<file path="src/rtl/fetch_ctrl.sv">
// Instruction fetch controller: issues one bus request at a time and queues fetched
// words in a 2-entry buffer that the decode stage consumes, holds or flushes on redirect.
module fetch_ctrl #(
  parameter logic [63:0] PCINIT = 64'h8000_0000
) (
  input  logic        clk,
  input  logic        reset,
  output logic        ireq_valid,
  output logic [63:0] ireq_addr,
  input  logic        iresp_data_ok,
  input  logic [31:0] iresp_data,
  input  logic [1:0]  cmd,
  input  logic [63:0] cmd_target,
  output logic        inst_valid,
  output logic [31:0] inst,
  output logic [63:0] inst_pc,
  output logic        flush_if_id,
  output logic        iwait
);

  typedef enum logic [1:0] {IDLE, FETCH, DROP, STALL} state_e;

  typedef struct packed {
    logic [31:0] word;
    logic [63:0] pc;
  } entry_t;

  localparam logic [1:0] CMD_SEQ = 2'b00;
  localparam logic [1:0] CMD_RED = 2'b10;

  state_e           state_q, state_d;
  logic [63:0]      fetch_pc_q, fetch_pc_d;
  logic [63:0]      req_addr_q, req_addr_d;
  entry_t [1:0]     fifo_q, fifo_d;
  logic [1:0]       count_q, count_d;

  logic             pop, redir, push;
  logic [1:0]       wr_idx;

  // Decode commands only mean something while a head instruction is presented.
  assign pop   = (count_q != 2'd0) && (cmd == CMD_SEQ);
  assign redir = (count_q != 2'd0) && (cmd == CMD_RED);
  assign push  = (state_q == FETCH) && iresp_data_ok && !redir;

  // Buffer update; a redirect empties it and wins over any same-cycle push.
  always_comb begin
    fifo_d  = fifo_q;
    count_d = count_q;
    wr_idx  = count_q - {1'b0, pop};
    if (redir) begin
      count_d = 2'd0;
    end else begin
      if (pop) fifo_d[0] = fifo_q[1];
      if (push) fifo_d[wr_idx[0]] = '{word: iresp_data, pc: req_addr_q};
      count_d = count_q + {1'b0, push} - {1'b0, pop};
    end
  end

  always_ff @(posedge clk or negedge reset) begin
    if (!reset) begin
      state_q    <= IDLE;
      fetch_pc_q <= PCINIT;
      req_addr_q <= PCINIT;
      fifo_q     <= '0;
      count_q    <= 2'd0;
    end else begin
      state_q    <= state_d;
      fetch_pc_q <= fetch_pc_d;
      req_addr_q <= req_addr_d;
      fifo_q     <= fifo_d;
      count_q    <= count_d;
    end
  end

  always_comb begin
    state_d    = state_q;
    fetch_pc_d = fetch_pc_q;
    req_addr_d = req_addr_q;
    unique case (state_q)
      IDLE: begin
        state_d    = FETCH;
        req_addr_d = fetch_pc_q;
      end
      FETCH: begin
        if (iresp_data_ok) begin
          if (redir) begin
            fetch_pc_d = cmd_target;
            req_addr_d = cmd_target;
          end else begin
            fetch_pc_d = req_addr_q + 64'd4;
            if (count_d == 2'd2) state_d = STALL;
            else                 req_addr_d = req_addr_q + 64'd4;
          end
        end else if (redir) begin
          // The in-flight request must still complete; its word is thrown away in DROP.
          state_d    = DROP;
          fetch_pc_d = cmd_target;
        end
      end
      DROP: begin
        if (iresp_data_ok) begin
          state_d    = FETCH;
          req_addr_d = fetch_pc_q;
        end
      end
      STALL: begin
        if (redir) begin
          state_d    = FETCH;
          fetch_pc_d = cmd_target;
          req_addr_d = cmd_target;
        end else if (pop) begin
          state_d    = FETCH;
          req_addr_d = fetch_pc_q;
        end
      end
      default: state_d = IDLE;
    endcase
  end

  always_comb begin
    ireq_valid  = (state_q == FETCH) || (state_q == DROP);
    ireq_addr   = req_addr_q;
    iwait       = ireq_valid && !iresp_data_ok;
    inst_valid  = (count_q != 2'd0);
    inst        = fifo_q[0].word;
    inst_pc     = fifo_q[0].pc;
    flush_if_id = redir;
  end

endmodule
</file>
<file path="config.mk">
export PLATFORM = sky130hd
export DESIGN_NAME = fetch_ctrl
export DESIGN_NICKNAME = d
export VERILOG_FILES = /design/src/rtl/fetch_ctrl.sv
export SDC_FILE = /design/constraint.sdc
export NUM_CORES = 1
export LEC_CHECK = 0
export BUFFER_PORTS_ARGS = -buffer_cell sky130_fd_sc_hd__buf_2
export CORE_UTILIZATION = 40
export DETAILED_ROUTE_END_ITERATION = 8
export MAX_ROUTING_LAYER = met4
export PLACE_DENSITY = 0.64
export SETUP_SLACK_MARGIN = 0.4
export SKIP_CTS_REPAIR_TIMING = 1
export SYNTH_ARGS = -nofsm -noshare
export SYNTH_HDL_FRONTEND = slang
export SYNTH_SLANG_ARGS = --single-unit
</file>
<file path="constraint.sdc">
create_clock -name clk -period 3.5 [get_ports clk]
set_input_delay 0.35 -clock clk [delete_from_list [all_inputs] [get_ports clk]]
set_output_delay 0.35 -clock clk [all_outputs]
set_load 0.1 [all_outputs]
</file>
==> impl_results.html <==
<table>
<tr><th>Metric</th><th>Value</th></tr>
<tr><th colspan="2">Status</th></tr>
<tr><td>Run status</td><td>finished clean</td></tr>
<tr><th colspan="2">Yosys</th></tr>
<tr><td>Complex-gate fraction of the synthesized area</td><td>0.193</td></tr>
<tr><td>Cell type with the largest total area after synthesis</td><td>sky130_fd_sc_hd__dfrtp_1</td></tr>
<tr><td>Fraction of synthesized cell area taken by the top area cell type</td><td>0.445</td></tr>
<tr><td>Xor/xnor share of the synthesized area</td><td>0.0237</td></tr>
<tr><td>Top cells by area in the synthesized netlist</td><td>sky130_fd_sc_hd__dfrtp_1 45%, sky130_fd_sc_hd__mux2_2 6.7%, sky130_fd_sc_hd__nor2_1 6.1%, sky130_fd_sc_hd__buf_4 4.1%, sky130_fd_sc_hd__o22ai_1 4.0%</td></tr>
<tr><td>Synthesized flop and latch total</td><td>324</td></tr>
<tr><td>Number of enable-type register cells in the synthesized netlist</td><td>0</td></tr>
<tr><td>Mean area per synthesized cell</td><td>9.15 um^2</td></tr>
<tr><td>Top flip-flop cell by instance count after synthesis</td><td>sky130_fd_sc_hd__dfrtp_1</td></tr>
<tr><td>Adder-cell share of the synthesized area</td><td>0.00415</td></tr>
<tr><td>Number of distinct library cell variants in the gate-level netlist after synthesis</td><td>80</td></tr>
<tr><td>Combinational family with the most area after synthesis</td><td>compound AO/OA/AOI/OAI gates</td></tr>
<tr><td>Warnings, synthesis</td><td>0</td></tr>
<tr><td>Async S/R FF share, synth</td><td>1.00</td></tr>
<tr><td>Number of standard cells after synthesis</td><td>1,977</td></tr>
<tr><td>Number of nets produced by synthesis</td><td>2,084</td></tr>
<tr><td>Share of the yosys chip area belonging to registers</td><td>0.448</td></tr>
<tr><td>Simple logic cell fraction of the synthesized area</td><td>0.162</td></tr>
<tr><td>Share of synthesized area spent on multiplexers</td><td>0.0861</td></tr>
<tr><td>Synthesized cell area</td><td>18,100 um^2</td></tr>
<tr><th colspan="2">Worst setup path</th></tr>
<tr><td>Delay of the slowest cell on the worst path</td><td>450 ps</td></tr>
<tr><td>Data arrival time at the worst-slack endpoint</td><td>3430 ps</td></tr>
<tr><td>CP bufs+invs</td><td>3</td></tr>
<tr><td>Worst reg2reg path endpoint</td><td>ireq_addr[57]</td></tr>
<tr><td>Worst R2R Setup Slack</td><td>510 ps</td></tr>
<tr><td>Crit-path cells</td><td>o21ba_4 -&gt; nand2_8 -&gt; and3_4 -&gt; inv_2 -&gt; ha_4 -&gt; inv_2 -&gt; ha_4 -&gt; xnor2_4 -&gt; and4b_2 -&gt; nor3_4 -&gt; or2_4 -&gt; clkbuf_16 -&gt; o21ai_0 -&gt; o2bb2ai_1</td></tr>
<tr><td>Startpoint kind of the worst setup timing path</td><td>flip-flop</td></tr>
<tr><td>Crit Path Category</td><td>flip-flop to flip-flop</td></tr>
<tr><td>Worst reg2reg startpoint</td><td>count_q[1]</td></tr>
<tr><td>Data required time at the worst endpoint</td><td>3930 ps</td></tr>
<tr><td>Length in cells of the worst reg-to-reg path</td><td>14</td></tr>
<tr><td>Max stage delay cell, worst path</td><td>sky130_fd_sc_hd__dfrtp_2</td></tr>
<tr><td>Crit end category</td><td>flip-flop</td></tr>
<tr><td>Max Fanout on Critical Path</td><td>15</td></tr>
<tr><td>CP delay by family, top</td><td>simple AND/OR/NAND/NOR gates</td></tr>
<tr><th colspan="2">STA</th></tr>
<tr><td>Final clock skew</td><td>24.0 ps</td></tr>
<tr><td>Share of the clock period used by the worst path after layout</td><td>0.855</td></tr>
<tr><td>Achievable frequency</td><td>334 MHz</td></tr>
<tr><td>RSZ-0062 raised after global routing</td><td>no</td></tr>
<tr><td>Post-layout min period</td><td>2990 ps</td></tr>
<tr><td>Hold violation count in the final report</td><td>0</td></tr>
<tr><td>Total Neg Setup Slack</td><td>0 ps</td></tr>
<tr><td>Final count of negative-setup-slack endpoints</td><td>0</td></tr>
<tr><td>Final number of max-transition violations</td><td>0</td></tr>
<tr><td>Worst slew margin relative to its limit</td><td>0.329</td></tr>
<tr><td>Worst Tran Pin Value</td><td>1010 ps</td></tr>
<tr><th colspan="2">Global routing</th></tr>
<tr><td>Number of global-route vias before repair</td><td>15,733</td></tr>
<tr><td>Overall Global Routing Usage</td><td>0.266</td></tr>
<tr><td>Pin count of the biggest net entering global routing</td><td>89</td></tr>
<tr><td>Global route total overflow</td><td>0</td></tr>
<tr><td>First-pass GRT wire length</td><td>93,600 um</td></tr>
<tr><td>Number of antenna violations at the first check in global routing</td><td>9</td></tr>
<tr><th colspan="2">Hold path</th></tr>
<tr><td>Sink of the worst hold path</td><td>fifo_q[181]</td></tr>
<tr><td>Classification of the worst-slack hold path</td><td>input pin to flip-flop</td></tr>
<tr><td>Cells on Worst Hold Path</td><td>2</td></tr>
<tr><td>HP Start</td><td>iresp_data[21]</td></tr>
<tr><th colspan="2">Floorplanning</th></tr>
<tr><td># IOs</td><td>265</td></tr>
<tr><td>Number of core rows</td><td>77</td></tr>
<tr><td>Initial core utilization</td><td>0.407</td></tr>
<tr><td>Die extent in x</td><td>215 um</td></tr>
<tr><td>Area inside the core boundary</td><td>44,400 um^2</td></tr>
<tr><td>Die boundary height</td><td>215 um</td></tr>
<tr><td>Die area</td><td>46,100 um^2</td></tr>
<tr><th colspan="2">Detailed routing</th></tr>
<tr><td>Initial detailed-routing violation count</td><td>1,655</td></tr>
<tr><td>Router iterations before antenna repair</td><td>6</td></tr>
<tr><td>Final wirelength</td><td>61,200 um</td></tr>
<tr><td>Final routed DRC violation total</td><td>0</td></tr>
<tr><td>Final antenna-violating net count</td><td>0</td></tr>
<tr><td>Vias per cell</td><td>6.00</td></tr>
<tr><td>Via count of the routed design</td><td>16,472</td></tr>
<tr><td>Post-detailed-route wirelength per cell</td><td>22.3 um</td></tr>
<tr><th colspan="2">Clock network</th></tr>
<tr><td>Sinks on the clock net</td><td>324</td></tr>
<tr><td>Insertion delay of the later-clocked pin in the worst-skew pair</td><td>570 ps</td></tr>
<tr><td>Clock Pin Slew Worst Setup and Hold Paths</td><td>60 ps</td></tr>
<tr><td>H-tree levels</td><td>2</td></tr>
<tr><td>TritonCTS clock tree</td><td>yes</td></tr>
<tr><td>CTS max path bufs</td><td>3</td></tr>
<tr><td>CTS buffer count</td><td>40</td></tr>
<tr><td>CTS root buffer</td><td>sky130_fd_sc_hd__clkbuf_16</td></tr>
<tr><th colspan="2">Cells and area</th></tr>
<tr><td>Final net count</td><td>2,220</td></tr>
<tr><td>Proportion of layout cells with a drive suffix above 1</td><td>0.272</td></tr>
<tr><td>Most frequent standard cell in the layout excluding fill and tap cells</td><td>sky130_fd_sc_hd__dfrtp_1</td></tr>
<tr><td>Commonest non-fill, non-tap cells in the layout</td><td>321 x sky130_fd_sc_hd__dfrtp_1, 291 x sky130_fd_sc_hd__nor2_1, 263 x sky130_fd_sc_hd__buf_2</td></tr>
<tr><td>Area growth, synth to finish</td><td>17.8%</td></tr>
<tr><th colspan="2">Placement</th></tr>
<tr><td>DP HPWL</td><td>41,000 um</td></tr>
<tr><td># port buffers</td><td>264</td></tr>
<tr><td>Last weighted congestion value of the routability-driven placer</td><td>0.894</td></tr>
<tr><th colspan="2">Job</th></tr>
<tr><td>Count of maximum capacitance violations</td><td>0</td></tr>
</table>
-- metrics by stage --
step | setup WS (ps) | utilization | instances | area [um^2] | hold slack [ps]
global route | 382 | 0.480 | 2742 | 21300 | 28.8
global placement | 345 | 0.444 | 2648 | 19700 | 379
detailed placement | 301 | 0.444 | 2648 | 19700 | 373
finish | 506 | 0.480 | 2744 | 21300 | 40.1
floorplan | 330 | - | 1977 | 18300 | 54.4
CTS | 296 | 0.475 | 2719 | 21100 | -232
-- Yosys cell counts, types with 36 or more instances --
cell and count:
sky130_fd_sc_hd__nor2_1 294, sky130_fd_sc_hd__nand2_1 144, sky130_fd_sc_hd__a21oi_1 83, sky130_fd_sc_hd__buf_4 98, sky130_fd_sc_hd__mux2_2 108, sky130_fd_sc_hd__nand3_1 55
sky130_fd_sc_hd__buf_2 36, sky130_fd_sc_hd__o22ai_1 117, sky130_fd_sc_hd__dfrtp_1 322, sky130_fd_sc_hd__xnor2_1 37, sky130_fd_sc_hd__o21ai_0 123, sky130_fd_sc_hd__clkbuf_1 109
-- metal layers --
| metal | global-route usage | up-vias | wire (um) |
|---|---|---|---|
| met5 | - | - | 0 |
| met4 | 0.110 | 0 | 2140 |
| met3 | 0.0613 | 147 | 5280 |
| met2 | 0.391 | 797 | 27300 |
| met1 | 0.353 | 8149 | 26400 |
| li1 | - | 7379 | - |
-- worst register-to-register path, cell delays in order (launching register included) --
cell and delay (ps):
sky130_fd_sc_hd__dfrtp_2 450, sky130_fd_sc_hd__o21ba_4 250, sky130_fd_sc_hd__nand2_8 70, sky130_fd_sc_hd__and3_4 180, sky130_fd_sc_hd__inv_2 40, sky130_fd_sc_hd__ha_4 250, sky130_fd_sc_hd__inv_2 40, sky130_fd_sc_hd__ha_4 160
sky130_fd_sc_hd__xnor2_4 140, sky130_fd_sc_hd__and4b_2 270, sky130_fd_sc_hd__nor3_4 290, sky130_fd_sc_hd__or2_4 300, sky130_fd_sc_hd__clkbuf_16 230, sky130_fd_sc_hd__o21ai_0 100, sky130_fd_sc_hd__o2bb2ai_1 130
-- cell type report --
class | count | area, um^2
sequential | 324 | 8110
tap | 592 | 741
fill | 4184 | 23100
multi-input combinational | 1365 | 8690
clock buffer | 51 | 1110
inverter | 28 | 106
timing repair buffer | 354 | 2260
antenna | 10 | 25.0
clock inverter | 20 | 272
-- how the worst max path moves through the flow --
| stage | startpoint | end | slack, ps | cells after the start |
|---|---|---|---|---|
| 2_1_floorplan | count_q[0] | ireq_addr[36] | 330 | 18 |
| 3_3_place_gp | count_q[1] | ireq_addr[59] | 340 | 14 |
| 3_5_place_dp | count_q[1] | ireq_addr[58] | 300 | 14 |
| 4_1_cts | count_q[1] | ireq_addr[58] | 300 | 14 |
| 5_1_grt | count_q[1] | ireq_addr[59] | 380 | 14 |
| 6_report | count_q[1] | ireq_addr[57] | 510 | 14 |
-- registers in the layout, indices dropped and copies added (netlist names) --
signal	flops
inst	32
fifo_q	96
fetch_pc_q	64
state_q	2
inst_pc	64
ireq_addr	64
count_q	2
-- kinds of logic after synthesis --
kind of cell / Yosys count
flip-flops: 324
buffers and inverters: 288
AO/OA/AOI/OAI: 534
XOR/XNOR: 49
AND/OR/NAND/NOR: 634
adder cells (fa/ha/maj): 6
multiplexers: 142
Power is not shown: default switching activity piles up to over one toggle a cycle in this logic, so the estimate is an artifact.
